**config.mk**
```make
export PLATFORM = sky130hd
export DESIGN_NAME = sa_tile_control_flat
export DESIGN_NICKNAME = d
export VERILOG_FILES = /design/src/rtl/sa_pkg.sv /design/src/rtl/sa_tile_control_if.sv /design/src/rtl/sa_addr_gen.sv /design/src/rtl/sa_tile_control.sv /design/src/flat_wrapper.sv
export SDC_FILE = /design/constraint.sdc
export NUM_CORES = 1
export LEC_CHECK = 0
export ABC_AREA = 0
export CORE_MARGIN = 1.5
export CORE_UTILIZATION = 25
export CTS_CLUSTER_SIZE = 10
export DETAILED_ROUTE_END_ITERATION = 6
export PLACE_DENSITY = 0.44
export SKIP_CTS_REPAIR_TIMING = 1
export SLEW_MARGIN = 0
export SYNTH_ARGS = -nofsm -noshare
export SYNTH_HDL_FRONTEND = slang
export SYNTH_SLANG_ARGS = --single-unit
```
**constraint.sdc**
```tcl
create_clock -name clk -period 3.13 [get_ports clk]
set_input_delay 0.4695 -clock clk [delete_from_list [all_inputs] [get_ports clk]]
set_output_delay 0.4695 -clock clk [all_outputs]
set_load 0.1 [all_outputs]
```
**src/rtl/sa_pkg.sv**
```systemverilog
// Shared types and geometry helpers for the multi-tile systolic array sequencer.
package sa_pkg;

  typedef enum logic [1:0] {
    IDLE    = 2'd0,
    PRELOAD = 2'd1,
    STREAM  = 2'd2,
    DONE    = 2'd3
  } sa_tile_state_e;

  // Skewed stream length: words read from the input port per tile.
  function automatic int calc_l(input int rows, input int cols);
    return cols + rows - 1;
  endfunction

  // Cycles from the first PRELOAD cycle of one tile to that of the next.
  function automatic int calc_t(input int rows, input int cols);
    return 2 * rows + 2 * cols + 1;
  endfunction

  function automatic int calc_stream_len(input int rows, input int cols);
    return 2 * cols + rows;
  endfunction

endpackage

```
**src/rtl/sa_tile_control_if.sv**
```systemverilog
// Command, SRAM-port and array-control bundle between the top-level and the tile sequencer.
interface sa_tile_control_if #(
  parameter int NUM_ROWS      = 4,
  parameter int NUM_COLS      = 4,
  parameter int MAX_TILES     = 8,
  parameter int INPUT_HEIGHT  = MAX_TILES * 64,
  parameter int WEIGHT_HEIGHT = MAX_TILES * 64,
  parameter int OUTPUT_HEIGHT = MAX_TILES * 64,
  parameter int PSUM_HEIGHT   = MAX_TILES * 64
) ();
  import sa_pkg::*;

  localparam int NT_W = $clog2(MAX_TILES + 1);
  localparam int IA_W = $clog2(INPUT_HEIGHT);
  localparam int WA_W = $clog2(WEIGHT_HEIGHT);
  localparam int OA_W = $clog2(OUTPUT_HEIGHT);
  localparam int PA_W = $clog2(PSUM_HEIGHT);

  // Command side: i_start is a level sampled only while idle; i_abort is honoured
  // in any busy state. There is no ready: a start seen while busy is dropped.
  logic                i_start;
  logic [NT_W-1:0]     i_num_tiles;
  logic                i_accumulate;
  logic                i_abort;
  logic                o_busy;
  logic                o_done;

  logic                r_input_cenb;
  logic                r_input_wenb;
  logic [IA_W-1:0]     r_input_addr;
  logic                r_weight_cenb;
  logic                r_weight_wenb;
  logic [WA_W-1:0]     r_weight_addr;
  logic                w_output_cenb;
  logic                w_output_wenb;
  logic [OA_W-1:0]     w_output_addr;
  logic                r_psum_cenb;
  logic [PA_W-1:0]     r_psum_addr;

  logic                o_mode;
  logic                o_load_psum;
  logic                o_psum_zero;
  sa_tile_state_e      o_state;

  modport master (
    output i_start, i_num_tiles, i_accumulate, i_abort,
    input  o_busy, o_done,
    input  r_input_cenb, r_input_wenb, r_input_addr,
    input  r_weight_cenb, r_weight_wenb, r_weight_addr,
    input  w_output_cenb, w_output_wenb, w_output_addr,
    input  r_psum_cenb, r_psum_addr,
    input  o_mode, o_load_psum, o_psum_zero, o_state
  );

  modport slave (
    input  i_start, i_num_tiles, i_accumulate, i_abort,
    output o_busy, o_done,
    output r_input_cenb, r_input_wenb, r_input_addr,
    output r_weight_cenb, r_weight_wenb, r_weight_addr,
    output w_output_cenb, w_output_wenb, w_output_addr,
    output r_psum_cenb, r_psum_addr,
    output o_mode, o_load_psum, o_psum_zero, o_state
  );

endinterface

```
**src/rtl/sa_addr_gen.sv**
```systemverilog
// Base-plus-offset address counter: clear wins over load, load wins over increment.
module sa_addr_gen #(
  parameter int AW = 8
) (
  input  logic          clk,
  input  logic          rst_n,
  input  logic          i_clear,
  input  logic          i_load,
  input  logic          i_inc,
  input  logic [AW-1:0] i_base,
  output logic [AW-1:0] o_addr
);

  logic [AW-1:0] r_addr;

  always_ff @(posedge clk) begin
    if (!rst_n || i_clear) begin
      r_addr <= '0;
    end else if (i_load) begin
      r_addr <= i_base;
    end else if (i_inc) begin
      r_addr <= r_addr + 1'b1;
    end
  end

  assign o_addr = r_addr;

endmodule

```
**src/rtl/sa_tile_control.sv**
```systemverilog
// Multi-tile weight-stationary sequencer: runs N preload/stream tiles per start command.
module sa_tile_control
  import sa_pkg::*;
#(
  parameter int NUM_ROWS      = 4,
  parameter int NUM_COLS      = 4,
  parameter int MAX_TILES     = 8,
  parameter int INPUT_HEIGHT  = MAX_TILES * 64,
  parameter int WEIGHT_HEIGHT = MAX_TILES * 64,
  parameter int OUTPUT_HEIGHT = MAX_TILES * 64,
  parameter int PSUM_HEIGHT   = MAX_TILES * 64
) (
  input logic              clk,
  input logic              rst_n,
  sa_tile_control_if.slave bus
);

  localparam int L    = calc_l(NUM_ROWS, NUM_COLS);
  localparam int SLEN = calc_stream_len(NUM_ROWS, NUM_COLS);
  localparam int CW   = $clog2(SLEN + 1);
  localparam int NT_W = $clog2(MAX_TILES + 1);
  localparam int IA_W = $clog2(INPUT_HEIGHT);
  localparam int WA_W = $clog2(WEIGHT_HEIGHT);
  localparam int OA_W = $clog2(OUTPUT_HEIGHT);
  localparam int PA_W = $clog2(PSUM_HEIGHT);

  if (INPUT_HEIGHT < MAX_TILES * L) begin : g_bad_input_height
    $error("INPUT_HEIGHT too small for MAX_TILES tiles");
  end
  if (OUTPUT_HEIGHT < MAX_TILES * L) begin : g_bad_output_height
    $error("OUTPUT_HEIGHT too small for MAX_TILES tiles");
  end
  if (PSUM_HEIGHT < MAX_TILES * L) begin : g_bad_psum_height
    $error("PSUM_HEIGHT too small for MAX_TILES tiles");
  end
  if (WEIGHT_HEIGHT < MAX_TILES * NUM_ROWS) begin : g_bad_weight_height
    $error("WEIGHT_HEIGHT too small for MAX_TILES tiles");
  end

  sa_tile_state_e  r_state;
  logic [CW-1:0]   r_cnt;
  logic [NT_W-1:0] r_tile;
  logic [NT_W-1:0] r_num;
  logic            r_acc;

  logic            w_pre, w_str, w_first, w_abort;
  logic            w_wt_rd, w_in_rd, w_ps_rd, w_out_wr, w_out_first;
  logic [NT_W-1:0] w_num_clamp;
  logic [WA_W-1:0] w_wt_base, w_wt_addr;
  logic [IA_W-1:0] w_in_base, w_in_addr;
  logic [OA_W-1:0] w_out_base, w_out_addr;
  logic [PA_W-1:0] w_ps_addr;

  assign w_pre       = (r_state == PRELOAD);
  assign w_str       = (r_state == STREAM);
  assign w_first     = (r_cnt == '0);
  assign w_abort     = bus.i_abort && (r_state != IDLE);
  assign w_wt_rd     = w_pre && (r_cnt < CW'(NUM_ROWS));
  assign w_in_rd     = w_str && (r_cnt < CW'(L));
  assign w_ps_rd     = w_in_rd && r_acc && (r_tile != '0);
  // The array needs NUM_COLS+1 cycles of fill before the first result emerges.
  assign w_out_wr    = w_str && (r_cnt > CW'(NUM_COLS));
  assign w_out_first = w_str && (r_cnt == CW'(NUM_COLS + 1));
  assign w_num_clamp = (bus.i_num_tiles > NT_W'(MAX_TILES)) ? NT_W'(MAX_TILES) : bus.i_num_tiles;

  assign w_wt_base  = WA_W'(r_tile) * WA_W'(NUM_ROWS);
  assign w_in_base  = IA_W'(r_tile) * IA_W'(L);
  assign w_out_base = r_acc ? '0 : OA_W'(r_tile) * OA_W'(L);

  sa_addr_gen #(.AW(WA_W)) u_weight_addr (
    .clk(clk), .rst_n(rst_n), .i_clear(w_abort),
    .i_load(w_wt_rd && w_first), .i_inc(w_wt_rd), .i_base(w_wt_base), .o_addr(w_wt_addr)
  );

  sa_addr_gen #(.AW(IA_W)) u_input_addr (
    .clk(clk), .rst_n(rst_n), .i_clear(w_abort),
    .i_load(w_in_rd && w_first), .i_inc(w_in_rd), .i_base(w_in_base), .o_addr(w_in_addr)
  );

  sa_addr_gen #(.AW(OA_W)) u_output_addr (
    .clk(clk), .rst_n(rst_n), .i_clear(w_abort),
    .i_load(w_out_first), .i_inc(w_out_wr), .i_base(w_out_base), .o_addr(w_out_addr)
  );

  sa_addr_gen #(.AW(PA_W)) u_psum_addr (
    .clk(clk), .rst_n(rst_n), .i_clear(w_abort),
    .i_load(w_ps_rd && w_first), .i_inc(w_ps_rd), .i_base('0), .o_addr(w_ps_addr)
  );

  assign bus.r_weight_addr = w_wt_addr;
  assign bus.r_input_addr  = w_in_addr;
  assign bus.w_output_addr = w_out_addr;
  assign bus.r_psum_addr   = w_ps_addr;
  assign bus.o_state       = r_state;

  always_ff @(posedge clk) begin
    bus.r_input_wenb  <= 1'b1;
    bus.r_weight_wenb <= 1'b1;
    if (!rst_n) begin
      r_state           <= IDLE;
      r_cnt             <= '0;
      r_tile            <= '0;
      r_num             <= '0;
      r_acc             <= 1'b0;
      bus.o_busy        <= 1'b0;
      bus.o_done        <= 1'b0;
      bus.o_mode        <= 1'b0;
      bus.o_load_psum   <= 1'b0;
      bus.o_psum_zero   <= 1'b1;
      bus.r_weight_cenb <= 1'b1;
      bus.r_input_cenb  <= 1'b1;
      bus.r_psum_cenb   <= 1'b1;
      bus.w_output_cenb <= 1'b1;
      bus.w_output_wenb <= 1'b1;
    end else if (w_abort) begin
      // Abort bypasses the state decode so every port is quiet on the very next cycle.
      r_state           <= IDLE;
      r_cnt             <= '0;
      r_tile            <= '0;
      bus.o_busy        <= 1'b0;
      bus.o_done        <= 1'b0;
      bus.o_mode        <= 1'b0;
      bus.o_load_psum   <= 1'b0;
      bus.o_psum_zero   <= 1'b1;
      bus.r_weight_cenb <= 1'b1;
      bus.r_input_cenb  <= 1'b1;
      bus.r_psum_cenb   <= 1'b1;
      bus.w_output_cenb <= 1'b1;
      bus.w_output_wenb <= 1'b1;
    end else begin
      bus.o_busy        <= (r_state != IDLE);
      bus.o_done        <= (r_state == DONE);
      bus.o_mode        <= w_str;
      bus.o_load_psum   <= w_str;
      bus.o_psum_zero   <= !(w_str && r_acc && (r_tile != '0));
      bus.r_weight_cenb <= !w_wt_rd;
      bus.r_input_cenb  <= !w_in_rd;
      bus.r_psum_cenb   <= !w_ps_rd;
      bus.w_output_cenb <= !w_out_wr;
      bus.w_output_wenb <= !w_out_wr;

      case (r_state)
        IDLE: begin
          if (bus.i_start && !bus.i_abort) begin
            r_num   <= w_num_clamp;
            r_acc   <= bus.i_accumulate;
            r_tile  <= '0;
            r_cnt   <= '0;
            r_state <= (w_num_clamp == '0) ? DONE : PRELOAD;
          end
        end
        PRELOAD: begin
          if (r_cnt == CW'(NUM_ROWS)) begin
            r_cnt   <= '0;
            r_state <= STREAM;
          end else begin
            r_cnt <= r_cnt + 1'b1;
          end
        end
        STREAM: begin
          if (r_cnt == CW'(SLEN - 1)) begin
            r_cnt <= '0;
            if ((r_tile + 1'b1) < r_num) begin
              r_tile  <= r_tile + 1'b1;
              r_state <= PRELOAD;
            end else begin
              r_state <= DONE;
            end
          end else begin
            r_cnt <= r_cnt + 1'b1;
          end
        end
        DONE:    r_state <= IDLE;
        default: r_state <= IDLE;
      endcase
    end
  end

endmodule
```
**src/flat_wrapper.sv**
```systemverilog
// flat-port wrapper written by rule: the top's interface ports become plain ports
module sa_tile_control_flat import sa_pkg::*;
#(
  parameter int NUM_ROWS      = 4,
  parameter int NUM_COLS      = 4,
  parameter int MAX_TILES     = 8,
  parameter int INPUT_HEIGHT  = MAX_TILES * 64,
  parameter int WEIGHT_HEIGHT = MAX_TILES * 64,
  parameter int OUTPUT_HEIGHT = MAX_TILES * 64,
  parameter int PSUM_HEIGHT   = MAX_TILES * 64
)
  (clk, rst_n, bus_i_start, bus_i_num_tiles, bus_i_accumulate, bus_i_abort, bus_o_busy, bus_o_done, bus_r_input_cenb, bus_r_input_wenb, bus_r_input_addr, bus_r_weight_cenb, bus_r_weight_wenb, bus_r_weight_addr, bus_w_output_cenb, bus_w_output_wenb, bus_w_output_addr, bus_r_psum_cenb, bus_r_psum_addr, bus_o_mode, bus_o_load_psum, bus_o_psum_zero, bus_o_state);
  sa_tile_control_if #(.NUM_ROWS(NUM_ROWS), .NUM_COLS(NUM_COLS), .MAX_TILES(MAX_TILES), .INPUT_HEIGHT(INPUT_HEIGHT), .WEIGHT_HEIGHT(WEIGHT_HEIGHT), .OUTPUT_HEIGHT(OUTPUT_HEIGHT), .PSUM_HEIGHT(PSUM_HEIGHT)) bus_i ();
  input logic clk;
  input logic rst_n;
  input wire logic [$bits(bus_i.i_start)-1:0] bus_i_start;
  input wire logic [$bits(bus_i.i_num_tiles)-1:0] bus_i_num_tiles;
  input wire logic [$bits(bus_i.i_accumulate)-1:0] bus_i_accumulate;
  input wire logic [$bits(bus_i.i_abort)-1:0] bus_i_abort;
  output wire logic [$bits(bus_i.o_busy)-1:0] bus_o_busy;
  output wire logic [$bits(bus_i.o_done)-1:0] bus_o_done;
  output wire logic [$bits(bus_i.r_input_cenb)-1:0] bus_r_input_cenb;
  output wire logic [$bits(bus_i.r_input_wenb)-1:0] bus_r_input_wenb;
  output wire logic [$bits(bus_i.r_input_addr)-1:0] bus_r_input_addr;
  output wire logic [$bits(bus_i.r_weight_cenb)-1:0] bus_r_weight_cenb;
  output wire logic [$bits(bus_i.r_weight_wenb)-1:0] bus_r_weight_wenb;
  output wire logic [$bits(bus_i.r_weight_addr)-1:0] bus_r_weight_addr;
  output wire logic [$bits(bus_i.w_output_cenb)-1:0] bus_w_output_cenb;
  output wire logic [$bits(bus_i.w_output_wenb)-1:0] bus_w_output_wenb;
  output wire logic [$bits(bus_i.w_output_addr)-1:0] bus_w_output_addr;
  output wire logic [$bits(bus_i.r_psum_cenb)-1:0] bus_r_psum_cenb;
  output wire logic [$bits(bus_i.r_psum_addr)-1:0] bus_r_psum_addr;
  output wire logic [$bits(bus_i.o_mode)-1:0] bus_o_mode;
  output wire logic [$bits(bus_i.o_load_psum)-1:0] bus_o_load_psum;
  output wire logic [$bits(bus_i.o_psum_zero)-1:0] bus_o_psum_zero;
  output wire logic [$bits(bus_i.o_state)-1:0] bus_o_state;
  assign bus_i.i_start = bus_i_start;
  assign bus_i.i_num_tiles = bus_i_num_tiles;
  assign bus_i.i_accumulate = bus_i_accumulate;
  assign bus_i.i_abort = bus_i_abort;
  assign bus_o_busy = bus_i.o_busy;
  assign bus_o_done = bus_i.o_done;
  assign bus_r_input_cenb = bus_i.r_input_cenb;
  assign bus_r_input_wenb = bus_i.r_input_wenb;
  assign bus_r_input_addr = bus_i.r_input_addr;
  assign bus_r_weight_cenb = bus_i.r_weight_cenb;
  assign bus_r_weight_wenb = bus_i.r_weight_wenb;
  assign bus_r_weight_addr = bus_i.r_weight_addr;
  assign bus_w_output_cenb = bus_i.w_output_cenb;
  assign bus_w_output_wenb = bus_i.w_output_wenb;
  assign bus_w_output_addr = bus_i.w_output_addr;
  assign bus_r_psum_cenb = bus_i.r_psum_cenb;
  assign bus_r_psum_addr = bus_i.r_psum_addr;
  assign bus_o_mode = bus_i.o_mode;
  assign bus_o_load_psum = bus_i.o_load_psum;
  assign bus_o_psum_zero = bus_i.o_psum_zero;
  assign bus_o_state = bus_i.o_state;
  sa_tile_control #(.NUM_ROWS(NUM_ROWS), .NUM_COLS(NUM_COLS), .MAX_TILES(MAX_TILES), .INPUT_HEIGHT(INPUT_HEIGHT), .WEIGHT_HEIGHT(WEIGHT_HEIGHT), .OUTPUT_HEIGHT(OUTPUT_HEIGHT), .PSUM_HEIGHT(PSUM_HEIGHT)) u_core (.clk(clk), .rst_n(rst_n), .bus(bus_i));
endmodule
```
# Word-level counts from Yosys, hierarchy flattened
# Cells that the tools add are included.
# totals
ff_bits	59
latch_bits	0
ram_bits	0
rom_bits	0
output_inout_bits	50
word_cells	103
mem_count	0
# op_classes
add_sub_neg	6
mul	1
div_mod_pow	0
magnitude_cmp	5
n_eq_ne	10
shifts	0
n_mux	21
bitwise	2
reduce_logical	39
# op_table
cell	n
$add A9 B1 Y9 const B	4
$mux W4	6
$mux W7	3
$mux W9	2
$logic_and A1 B1 Y1	13
$mux W6	2
$pmux W4 S3	1
$mux W2	5
$reduce_bool A2 Y1	5
$add A4 B1 Y4 const B	2
$eq A4 B3 Y1 const B	2
$logic_not A4 Y1	2
$lt A4 B3 Y1 const B	2
$pmux W2 S4	1
$pmux W4 S2	1
$reduce_or A2 Y1	4
$logic_not A1 Y1	7
$mul A4 B3 Y7 const B	1
$ne A2 B2 Y1 const B	3
$reduce_and A3 Y1	2
$eq A2 B2 Y1 const B	2
$eq A4 B4 Y1 const B	1
$gt A4 B3 Y1 const B	1
$gt A4 B4 Y1 const B	1
other kinds (10)	11

# Longest topological paths before layout
# depth
depth_word	6
depth_mapped	9
depth_no_buf	9

# Hierarchy
# From an unflattened synthesis, not the netlist that was laid out.
# hier_totals
cells_unflattened	416
area_unflattened_um2	3678.5
# modules_own_cells
mod	n_inst	cells_each	area_each_um2	seq_area_each_um2
sa_addr_gen	4	58	508.0	180.2
sa_tile_control	1	184	1646.6	460.4

# Worst setup path after synthesis
# OpenSTA, ideal clock, no wires.
# synth_path
kind	register to register
start	register u_core.r_state[0] (netlist: u_core.bus.o_state[0])
end	register u_core.u_output_addr.r_addr[7] (netlist: u_core.u_output_addr.o_addr[7])
arrival_time_ns	2.446
t_required_ns	2.998
slack_ns	0.553
path_stages_with_launch	8
path_buffers	3
cell_sequence	dfxtp_1 -> inv_1 -> ha_1 -> clkbuf_2 -> o21ai_0 -> clkbuf_1 -> clkbuf_1 -> nor3_1
# synth_between
elab_chain_len	3
word_cells_on_any_way	8
cone_classes	1 x eq/ne; 1 x mux; 6 x reduce/logical
# synth_lines
element	line	source
from (decl)	sa_tile_control.sv:40	sa_tile_state_e r_state;
from (signal assigned)	sa_tile_control.sv:149	r_state <= (w_num_clamp == '0) ? DONE : PRELOAD;
$eq A2 B2 Y1 or $reduce_bool A2 Y1 (tied branches)	sa_tile_control.sv:55, sa_tile_control.sv:57	
$logic_and A1 B1 Y1 (on tied branches)	sa_tile_control.sv:63, sa_tile_control.sv:57, sa_tile_control.sv:62	
$mux W9 (tied with other cells)	sa_addr_gen.sv:19	end else if (i_load) begin
to (signal assigned)	sa_addr_gen.sv:20	r_addr <= i_base;
to (signal assigned)	sa_addr_gen.sv:22	r_addr <= r_addr + 1'b1;
to (decl)	sa_addr_gen.sv:14	logic [AW-1:0] r_addr;
# Several ways; a longest one is shown, not always the timed one.
# A chain may end at the register's enable or synchronous reset.

# Worst setup path after layout
# layout_path
start	register u_core.r_tile[2]
end	register u_core.u_output_addr.r_addr[6] (netlist: u_core.u_output_addr.o_addr[6])
# layout_between
elab_chain_len	3
# layout_lines
element	line	source
from (decl)	sa_tile_control.sv:42	logic [NT_W-1:0] r_tile;
from (signal assigned)	sa_tile_control.sv:164	r_tile <= r_tile + 1'b1;
$mul A4 B3 Y7	sa_tile_control.sv:68	assign w_out_base = r_acc ? '0 : OA_W'(r_tile) * OA_W'(L);
$mux W7	sa_tile_control.sv:68	
$mux W9	sa_addr_gen.sv:19	
# Every way passes these cells.

==> impl_metrics.env <==
export IMPL_switching_power_mw=1.011
export IMPL_hold_class="register to register"
export IMPL_clkPwrFrac_pct=39.9
export IMPL_final_common_cell="dfxtp_1"
export IMPL_grt_ovfl_total=0
export IMPL_cts_root_buf="clkbuf_16"
export IMPL_rsz0062_at_grt="false"
export IMPL_yosys_area_top_type="dfxtp_1"
export IMPL_grt_first_pass_wirelength_um=14570
export IMPL_final_nets=486
export IMPL_place_gp_congestion=0.8100
export IMPL_holdWs_ns=0.4984
export IMPL_totalWireLength_um=8851
export IMPL_place_ws_ns=0.6577
export IMPL_cp_max_fo=9
export IMPL_synth_cells=394
export IMPL_irDropWorstVdd_v=0.0003243
export IMPL_fmaxAchievable_mhz=403.8
export IMPL_max_slew_margin_pct=49.75
export IMPL_finalHoldViolCount=0
export IMPL_fin_setup_tns_ns=0
export IMPL_yosysWarnings=0
export IMPL_viasPerCell=4.687
export IMPL_port_buffers=56
export IMPL_p_total_mw=2.745
export IMPL_syn_area_um2=3312
export IMPL_grt_pass1_vias=2771
export IMPL_num_rows=41
export IMPL_drive_above_1_share_pct=17.18
export IMPL_setup_viol=0
export IMPL_startpoint_type="register"
export IMPL_ys_types=57
export IMPL_maxCapViolCount=0
export IMPL_power_leakage_nw=1.666
export IMPL_crit_arrival_ns=2.67
export IMPL_run_status="complete, no violations"
export IMPL_start_util_pct=25.93
export IMPL_first_iter_violations=169
export IMPL_antenna_found_initial=0
export IMPL_antennaDiodeCount=0
export IMPL_setup_ws_ns=0.6534
export IMPL_clock_sinks=59
export IMPL_areaGrowthSynthToFinish_pct=28.11
export IMPL_num_vias=2934
export IMPL_avgSynthCellArea_um2=8.406
export IMPL_die_area_um2=13950
export IMPL_die_h_um=118.1
export IMPL_combPwrFrac_pct=29.7
export IMPL_cts_made_buffers=9
export IMPL_fp_dieW_um=118.1
export IMPL_setup_worst_path_end_class="register"
export IMPL_p_seq_share_pct=30.4
export IMPL_synth_ff_type="dfxtp_1"
export IMPL_worstMarginPinSlew_ns=0.7537
export IMPL_layout_cells_non_filler=626
export IMPL_dpl_hpwl_um=6527
export IMPL_p_per_area_nw_per_um2=646.9
export IMPL_placed_cells=610
export IMPL_cp_required_ns=3.33
export IMPL_ioPinCount=59
export IMPL_grt_use_total_pct=13.16
export IMPL_drc=0
export IMPL_clkLatencyLatePin_ns=0.33
export IMPL_final_cell_mix="dfxtp_1, buf_4, nand2_1"
export IMPL_fin_skew_ns=0.005707
export IMPL_synthTopCellsByArea="dfxtp_1, ha_1, nand2_1, nor2_1, a21oi_1"
export IMPL_synth_top_area_share_pct=35.66
export IMPL_intPower_mw=1.734
export IMPL_clk_pin_slew_ns=0.06
export IMPL_cts_tree="done"
export IMPL_coreArea_um2=12770
export IMPL_synthArstFlopShare_pct=0
export IMPL_first_pass_iters=4
export IMPL_period_needed_ns=2.477
export IMPL_routedWlPerCell_um=14.14
export IMPL_ant_nets=0
export IMPL_ys_seq_area_share_pct=35.66
export IMPL_fin_crit_sh_pct=79.13
export IMPL_ys_ff_latch=59
export IMPL_grt_max_degree=17
export IMPL_switching_share_pct=36.83
export IMPL_slew_violations=0
export IMPL_h_tree_depth=3
export IMPL_clk_path_buf_depth=2
export IMPL_synth_edf_count=0
export IMPL_critPathKind="register to register"
==> power by group through the flow <==
stage	combinational [mW]	clock (mW)	sequential, mW
detailed placement	0.823	0	0.851
CTS	0.823	1.12	0.837
global placement	0.824	0	0.850
floorplan	0.377	0	1.09
global route	0.883	1.15	0.843
finish	0.815	1.09	0.835
==> critical path, stage by stage, from the launching register on <==
cell and delay [ns]:
dfxtp_1 0.57, fa_1 0.49, ha_1 0.22, fa_1 0.40, nor2b_1 0.14, o21ai_0 0.22, a21oi_1 0.10, o21ai_0 0.15
a21oi_1 0.05
==> metal layers <==
layer	track usage, %	part of all wire [%]	vias up
met5	0	0	-
met4	5.945	1.9	0
met3	3.004	3.6	10
met2	20.20	45	50
met1	17.50	49	1383
li1	-	-	1491
==> path summary, 6_finish.rpt <==
check,depth (start not counted),slack (ns),end,from
max reg2reg,8,0.65,u_core.u_output_addr.o_addr[6],u_core.r_tile[2]
min reg2reg,2,0.50,u_core.u_input_addr.o_addr[8],u_core.u_input_addr.o_addr[8]
max,8,0.65,u_core.u_output_addr.o_addr[6],u_core.r_tile[2]
min,2,0.50,u_core.u_input_addr.o_addr[8],u_core.u_input_addr.o_addr[8]
==> logic make-up after synthesis <==
logic type	count (synthesis)	synth area share, %
adder cells (fa/ha/maj)	28	11.48
other	1	0.1132
AND/OR/NAND/NOR	154	23.12
flip-flops	59	35.66
multiplexers	5	1.549
XOR/XNOR	23	6.082
AO/OA/AOI/OAI	86	16.66
buffers and inverters	38	5.327
==> synthesized netlist by cell type (all sizes together), types with 2 or more instances <==
cell,instances
a22o,2
buf,14
and2b,2
ha,24
and3,4
or3,4
xnor2,11
o21a,3
a22oi,3
nor2b,7
o21ai,20
a21boi,3
nand2,40
nand4b,2
fa,4
nand4,8
xor2,12
nor3,8
nor2,39
mux2i,4
nor4bb,2
and2,4
nor3b,5
a31oi,5
and4,2
a211oi,4
a21oi,28
o211ai,2
dfxtp,59
clkbuf,5
o32ai,2
o31ai,3
inv,19
nand3,22
nand2b,2
o41ai,3
==> registers in the layout, summed over array words and instances (netlist names) <==
name,count
u_core.bus.o_busy,1
u_core.bus.o_done,1
u_core.bus.o_mode,1
u_core.bus.o_psum_zero,1
u_core.bus.o_state,2
u_core.bus.r_input_cenb,1
u_core.bus.r_psum_cenb,1
u_core.bus.r_weight_cenb,1
u_core.bus.w_output_wenb,1
u_core.r_acc,1
u_core.r_cnt,4
u_core.r_num,4
u_core.r_tile,4
u_core.u_input_addr.o_addr,9
u_core.u_output_addr.o_addr,9
u_core.u_psum_addr.o_addr,9
u_core.u_weight_addr.o_addr,9
==> final cells by class <==
cell class | instances | area (µm²)
Sequential cell | 59 | 1181
Multi-Input combinational cell | 298 | 1962
Inverter | 19 | 71.32
Fill cell | 1342 | 8531
Clock buffer | 11 | 252.7
Timing Repair Buffer | 62 | 485.5
Tap cell | 172 | 215.2
Clock inverter | 5 | 75.07
==> stage by stage <==
| step | util, % | cell area (µm²) |
|---|---|---|
| 6_report | 33.22 | 4243 |
| 5_1_grt | 33.22 | 4243 |
| 4_1_cts | 33.22 | 4243 |
| 3_5_place_dp | 30.65 | 3915 |
| 3_3_place_gp | 30.65 | 3915 |
| 2_1_floorplan | - | 3316 |
Note: power is estimated with default switching activity, not from simulation.
